--- config.mk ---
export PLATFORM = sky130hd
export DESIGN_NAME = program_counter
export DESIGN_NICKNAME = d
export VERILOG_FILES = /design/src/rtl/program_counter.sv
export SDC_FILE = /design/constraint.sdc
export NUM_CORES = 1
export LEC_CHECK = 0
export ABC_AREA = 1
export CORE_ASPECT_RATIO = 2
export CORE_MARGIN = 4
export CORE_UTILIZATION = 45
export CTS_CLUSTER_DIAMETER = 100
export DETAILED_ROUTE_END_ITERATION = 8
export PLACE_DENSITY = 0.83
export REMOVE_ABC_BUFFERS = 1
export SYNTH_ARGS = -nofsm -noshare
export SYNTH_HDL_FRONTEND = slang
export SYNTH_SLANG_ARGS = --single-unit
--- constraint.sdc ---
create_clock -name CLK -period 1.3 [get_ports CLK]
set_input_delay 0.195 -clock CLK [delete_from_list [all_inputs] [get_ports CLK]]
set_output_delay 0.195 -clock CLK [all_outputs]
set_load 0.05 [all_outputs]
--- src/rtl/program_counter.sv ---
// program_counter: 16-bit program counter with branch/return loads, stall and sync reset
module program_counter (
   input  logic        CLK,
   input  logic        RESET,
   input  logic        w,
   input  logic        BRA,
   input  logic        STACK_POP,
   input  logic        FACT,
   input  logic [15:0] in,
   output logic [15:0] out
);
   logic [15:0] r_pc;
   logic [15:0] w_next;
   // next PC by priority: branch load, return load (in+2), stall hold, increment
   always_comb w_next = (w && BRA) ? in : (w && STACK_POP) ? in + 16'd2 : FACT ? r_pc : r_pc + 16'd1;
   // PC register; reset beats every other control
   always_ff @(posedge CLK) r_pc <= RESET ? 16'h0000 : w_next;
   assign out = r_pc;
endmodule

# Word level (Yosys, flattened, before mapping)
# Cells that the tools add are included.
dict set report op_classes {
  n_reduce_logical 2
  n_mux 3
  addsub 2
  n_eq_ne 1
}
# op count
set op_table {}
lappend op_table {{two-way mux 16 bit} 3}
lappend op_table {{adder 16 x 1 -> 16 bit, second input constant} 1}
lappend op_table {{adder 16 x 2 -> 16 bit, second input constant} 1}
lappend op_table {{inequality test 3 x 1 -> 1 bit, second input constant} 1}
lappend op_table {{logical AND 1 bit} 2}
dict set report word_totals {
  register_bits 16
  elab_cells 9
}

# Logic depth before layout (Yosys ltp)
dict set report logic_depth {
  depth_word 4
  ltp_mapped 10
  depth_no_buf 10
}

# Worst setup path after synthesis
# Ideal clock, no wire load.
dict set report synth_path {
  kind {register to register}
  start {reg r_pc[0] (netlist: out[0])}
  end {reg r_pc[10] (netlist: out[10])}
  synth_period_minus_slack_ns 1.797
  stages_incl_launch_ff 11
  setup_time_ns 0.117
  path_buffers 0
  t_arrival_ns 1.679
  required_ns 1.183
  setup_slack_ns -0.497
  path_cell_list {dfxtp_1 > ha_1 > nand2_1 > nor2_2 > nand3_1 > nor2_1 > nor2_1 > nand2_1 > nand3_1 > nand2_1 > a21oi_1}
}
dict set report synth_between {
  elab_chain_cells 4
}
# element line
set synth_rtl {}
lappend synth_rtl {{start: declaration} 12} ;# logic [15:0] r_pc;
lappend synth_rtl {{start signal: assignment} 17} ;# always_ff @(posedge CLK) r_pc <= RESET ? 16'h0000 : w_next;
lappend synth_rtl {{adder 16 x 1 -> 16 bit} 15} ;# always_comb w_next = (w && BRA) ? in : (w && STACK_POP) ? in + 16'd2 : FACT ? r_pc : r_pc + 16'd1;
lappend synth_rtl {{two-way mux 16 bit (3 in a row)} 15}
# Every way passes these cells. The select of a mux whose other input is x is not followed.
# A chain may end at the register's enable or synchronous reset.

# Worst setup path after layout
dict set report layout_path {
  start {reg r_pc[1] (netlist: out[1])}
  end {reg r_pc[6] (netlist: out[6])}
}
# The elaborated chain is that of the path after synthesis.

==> flow_results.xml <==
<?xml version="1.0" encoding="UTF-8"?>
<metrics>
  <group name="floorplanning">
    <metric name="io_pins" unit="">38</metric>
    <metric name="chip_width" unit="µm">49.6</metric>
    <metric name="placement_rows" unit="">30</metric>
    <metric name="die_area" unit="µm²">4520</metric>
    <metric name="core" unit="µm²">3380</metric>
    <metric name="floorplan.die.height" unit="µm">91.2</metric>
    <metric name="initial_utilization" unit="">0.461</metric>
  </group>
  <group name="synthesis">
    <metric name="synth-seq-cells" unit="">16</metric>
    <metric name="post_synth_num_cell_types" unit="">26</metric>
    <metric name="synth.cell_area" unit="µm²">1560</metric>
    <metric name="synth-seq-area-share" unit="">0.206</metric>
    <metric name="synth_area_per_cell" unit="µm²">5.68</metric>
    <metric name="number_of_warnings_printed_during_yosys_synthesis" unit="">0</metric>
    <metric name="netlist_instances" unit="">274</metric>
  </group>
  <group name="setup_path">
    <metric name="path_max_fanout" unit="">4</metric>
    <metric name="timing.critical_path.required" unit="ps">1440</metric>
    <metric name="worstPathArrival" unit="ps">1520</metric>
    <metric name="r2r-start" unit="">out[1]</metric>
    <metric name="timing.setup.critical_path_class" unit="">reg2reg</metric>
    <metric name="worstSetupEndpointType" unit="">register</metric>
    <metric name="ff2ff_path_depth" unit="">8</metric>
    <metric name="critPathLaunchType" unit="">register</metric>
    <metric name="regToRegEndpoint" unit="">out[6]</metric>
    <metric name="reg2reg_setup_slack" unit="ps">-80</metric>
  </group>
  <group name="layout">
    <metric name="syn2layout_area_growth" unit="%">74.9</metric>
    <metric name="layout-drive-gt1-share" unit="">0.338</metric>
    <metric name="finalNetCount" unit="">381</metric>
    <metric name="largest_reg_flops" unit="">16</metric>
    <metric name="antenna_cells" unit="">0</metric>
    <metric name="final_core_util" unit="">0.806</metric>
    <metric name="filler_cell_count" unit="">214</metric>
    <metric name="finish.cell_count_without_fillers" unit="">387</metric>
  </group>
  <group name="timing">
    <metric name="final-setup-viol-count" unit="">14</metric>
    <metric name="finalCritPeriodShare" unit="">1.06</metric>
    <metric name="slew_headroom" unit="">0.764</metric>
    <metric name="grt_setup_unrepaired" unit="">yes</metric>
    <metric name="clock_skew" unit="ps">2.29</metric>
    <metric name="worst_pin_slew" unit="ps">353</metric>
    <metric name="finalMaxSlewViolations" unit="">0</metric>
    <metric name="finalWorstPathRequiredPeriod" unit="ps">1380</metric>
    <metric name="finalWorstSetupSlack" unit="ps">-78.9</metric>
    <metric name="max_freq" unit="GHz">0.725</metric>
    <metric name="hold_viol" unit="">0</metric>
  </group>
  <group name="run">
    <metric name="max_cap_viol_count" unit="">0</metric>
  </group>
  <group name="outcome">
    <metric name="run_status" unit="">finished, violations left</metric>
    <metric name="failed_checks" unit="">negative setup slack</metric>
  </group>
  <group name="route">
    <metric name="initial_drt_markers" unit="">134</metric>
    <metric name="wl_met2" unit="mm">3.37</metric>
    <metric name="m1WireLength" unit="mm">2.01</metric>
    <metric name="top_layer_used" unit="">met4</metric>
    <metric name="detailroute.via_count" unit="">2257</metric>
    <metric name="detail_route.vias_per_cell" unit="">5.83</metric>
    <metric name="antenna_left" unit="">0</metric>
    <metric name="drt-pass1-iter-count" unit="">5</metric>
    <metric name="wire_per_inst" unit="µm">15.6</metric>
    <metric name="wl_met3" unit="µm">361</metric>
    <metric name="totalWireLength" unit="mm">6.04</metric>
    <metric name="drc_errors" unit="">0</metric>
  </group>
  <group name="global_route">
    <metric name="grt_usage" unit="">0.262</metric>
    <metric name="wire_length_of_the_first_global_routing_pass" unit="mm">9.43</metric>
    <metric name="number_of_global_route_vias_before_repair" unit="">2150</metric>
    <metric name="antenna_found_initial" unit="">0</metric>
    <metric name="grt_remaining_overflow" unit="">0</metric>
    <metric name="grt_start_max_net_pins" unit="">25</metric>
  </group>
  <group name="clock_network">
    <metric name="hold_buffers" unit="">0</metric>
    <metric name="insertion_delay" unit="ps">250</metric>
    <metric name="clock_tree.buffer_depth" unit="">2</metric>
    <metric name="cts_max_level" unit="">1</metric>
    <metric name="cts_inserted_buffers" unit="">3</metric>
    <metric name="cts.reportedPaths.clkPinSlew" unit="ps">70</metric>
    <metric name="clockRootBuffer" unit="">clkbuf_8</metric>
    <metric name="clkSinkCount" unit="">16</metric>
    <metric name="cts_tree" unit="">done</metric>
  </group>
  <group name="worst_hold_path">
    <metric name="min-delay-start" unit="">in[4]</metric>
    <metric name="hold_path_depth" unit="">3</metric>
    <metric name="hold_path_end" unit="">out[4]</metric>
    <metric name="timing.hold.worst.class" unit="">in2reg</metric>
  </group>
  <group name="placement">
    <metric name="dp_cells" unit="">380</metric>
    <metric name="dp.final_hpwl" unit="mm">4.17</metric>
    <metric name="placement.setup.worst_slack" unit="ps">-497</metric>
    <metric name="port_buffers" unit="">37</metric>
    <metric name="place.gp.congestion" unit="">0.952</metric>
  </group>
  <group name="power_and_ir_drop">
    <metric name="report.power.total" unit="µW">2000</metric>
    <metric name="static-leakage-power" unit="µW">0.00124</metric>
    <metric name="power.density_cell_area" unit="nW/µm²">735</metric>
    <metric name="vdd_ir_drop_max" unit="µV">507</metric>
  </group>
</metrics>
==> per-stage QoR <==
| step | TNS [ps] | hold slack [ps] | instance area, µm² |
|---|---|---|---|
| 6_report | -526 | 410 | 2720 |
| 5_1_grt | -1840 | 418 | 2720 |
| 4_1_cts | -609 | 418 | 2580 |
| 3_5_place_dp | -5570 | 530 | 2430 |
| 3_3_place_gp | -5040 | 530 | 2430 |
| 2_1_floorplan | -4770 | 264 | 1520 |
==> power breakdown <==
part	total [µW]	internal (µW)	switching, µW
Clock	393	206	187
Combinational	1020	477	538
Sequential	592	541	50.9
==> metal layers <==
| layer | vias up | global-route usage |
|---|---|---|
| li1 | 1076 | - |
| met1 | 1025 | 0.281 |
| met2 | 126 | 0.485 |
| met3 | 30 | 0.0181 |
| met4 | 0 | 0.141 |
| met5 | - | 0 |
==> critical path, stage by stage, from the launching register on <==
cell	delay (ps)
dfxtp_4	360
ha_4	170
nand3_2	90
nor2_4	50
or2_2	290
nand3_2	60
nand3_1	70
o21ai_1	90
a21oi_1	80
==> cells by family (layout without fill, tap and decap cells) <==
logic type                 after synthesis  in the layout  synth area share
AOI/OAI and AO/OA                       53             53             0.181
xor gates and xnor gates                 5              5            0.0281
adders and majority gates                2              2            0.0161
buffers and inverters                   42            122             0.108
DFF                                     16             16             0.206
and+or+nand+nor                        156            157             0.461
==> worst max-delay path by stage <==
stage | start | to | slack [ps] | cells past startpoint
3_5_place_dp | in[1] | out[13] | -500 | 9
6_report | out[1] | out[6] | -80 | 8
5_1_grt | out[0] | out[5] | -180 | 8
3_3_place_gp | in[1] | out[13] | -450 | 9
4_1_cts | out[1] | out[11] | -90 | 10
2_1_floorplan | out[0] | out[10] | -520 | 10
==> Yosys cell counts <==
cell type / n / area [µm²]
a21oi_1: 17 / 85.1
a31oi_1: 3 / 18.8
buf_2: 5 / 25.0
buf_4: 1 / 7.51
dfxtp_1: 16 / 320
ha_1: 2 / 25.0
inv_1: 34 / 128
inv_2: 2 / 7.51
nand2_1: 73 / 274
nand2_2: 2 / 12.5
nand3_1: 42 / 210
nand3_2: 1 / 10.0
nand3b_1: 1 / 7.51
nand4_1: 8 / 50.1
nor2_1: 20 / 75.1
nor2_2: 3 / 18.8
nor2_4: 2 / 22.5
nor2_8: 1 / 20.0
nor3_1: 1 / 5.00
o211ai_1: 2 / 15.0
o21ai_0: 25 / 125
o21ai_1: 3 / 15.0
o21bai_1: 3 / 22.5
or2_2: 2 / 12.5
xnor2_1: 1 / 8.76
xor2_1: 4 / 35.0
==> timing repair <==
item                       in CTS  in global routing
resized for setup              37                 41
pin swaps                      10                  9
cloned                          1                  0
setup buffers                   1                  3
setup endpoints to repair      15                 15
==> layout make-up <==
type | count | area (µm²) | area share
clock buffer | 3 | 41.3 | 0.0152
inverter | 36 | 139 | 0.0510
multi-input combinational | 217 | 1260 | 0.462
sequential | 16 | 334 | 0.123
tap | 32 | 40.0 | 0.0147
timing repair buffer | 83 | 911 | 0.335
==> cell usage in the layout (no fill, tap or decap), types with 10 or more instances in the layout <==
| cell | count |
|---|---|
| a21oi_1 | 15 |
| buf_12 | 17 |
| buf_4 | 39 |
| clkdlybuf4s50_1 | 12 |
| inv_1 | 31 |
| nand2_1 | 63 |
| nand2_2 | 10 |
| nand3_1 | 37 |
| nor2_4 | 12 |
| o21ai_0 | 19 |
(Power assumes the default switching activity.)
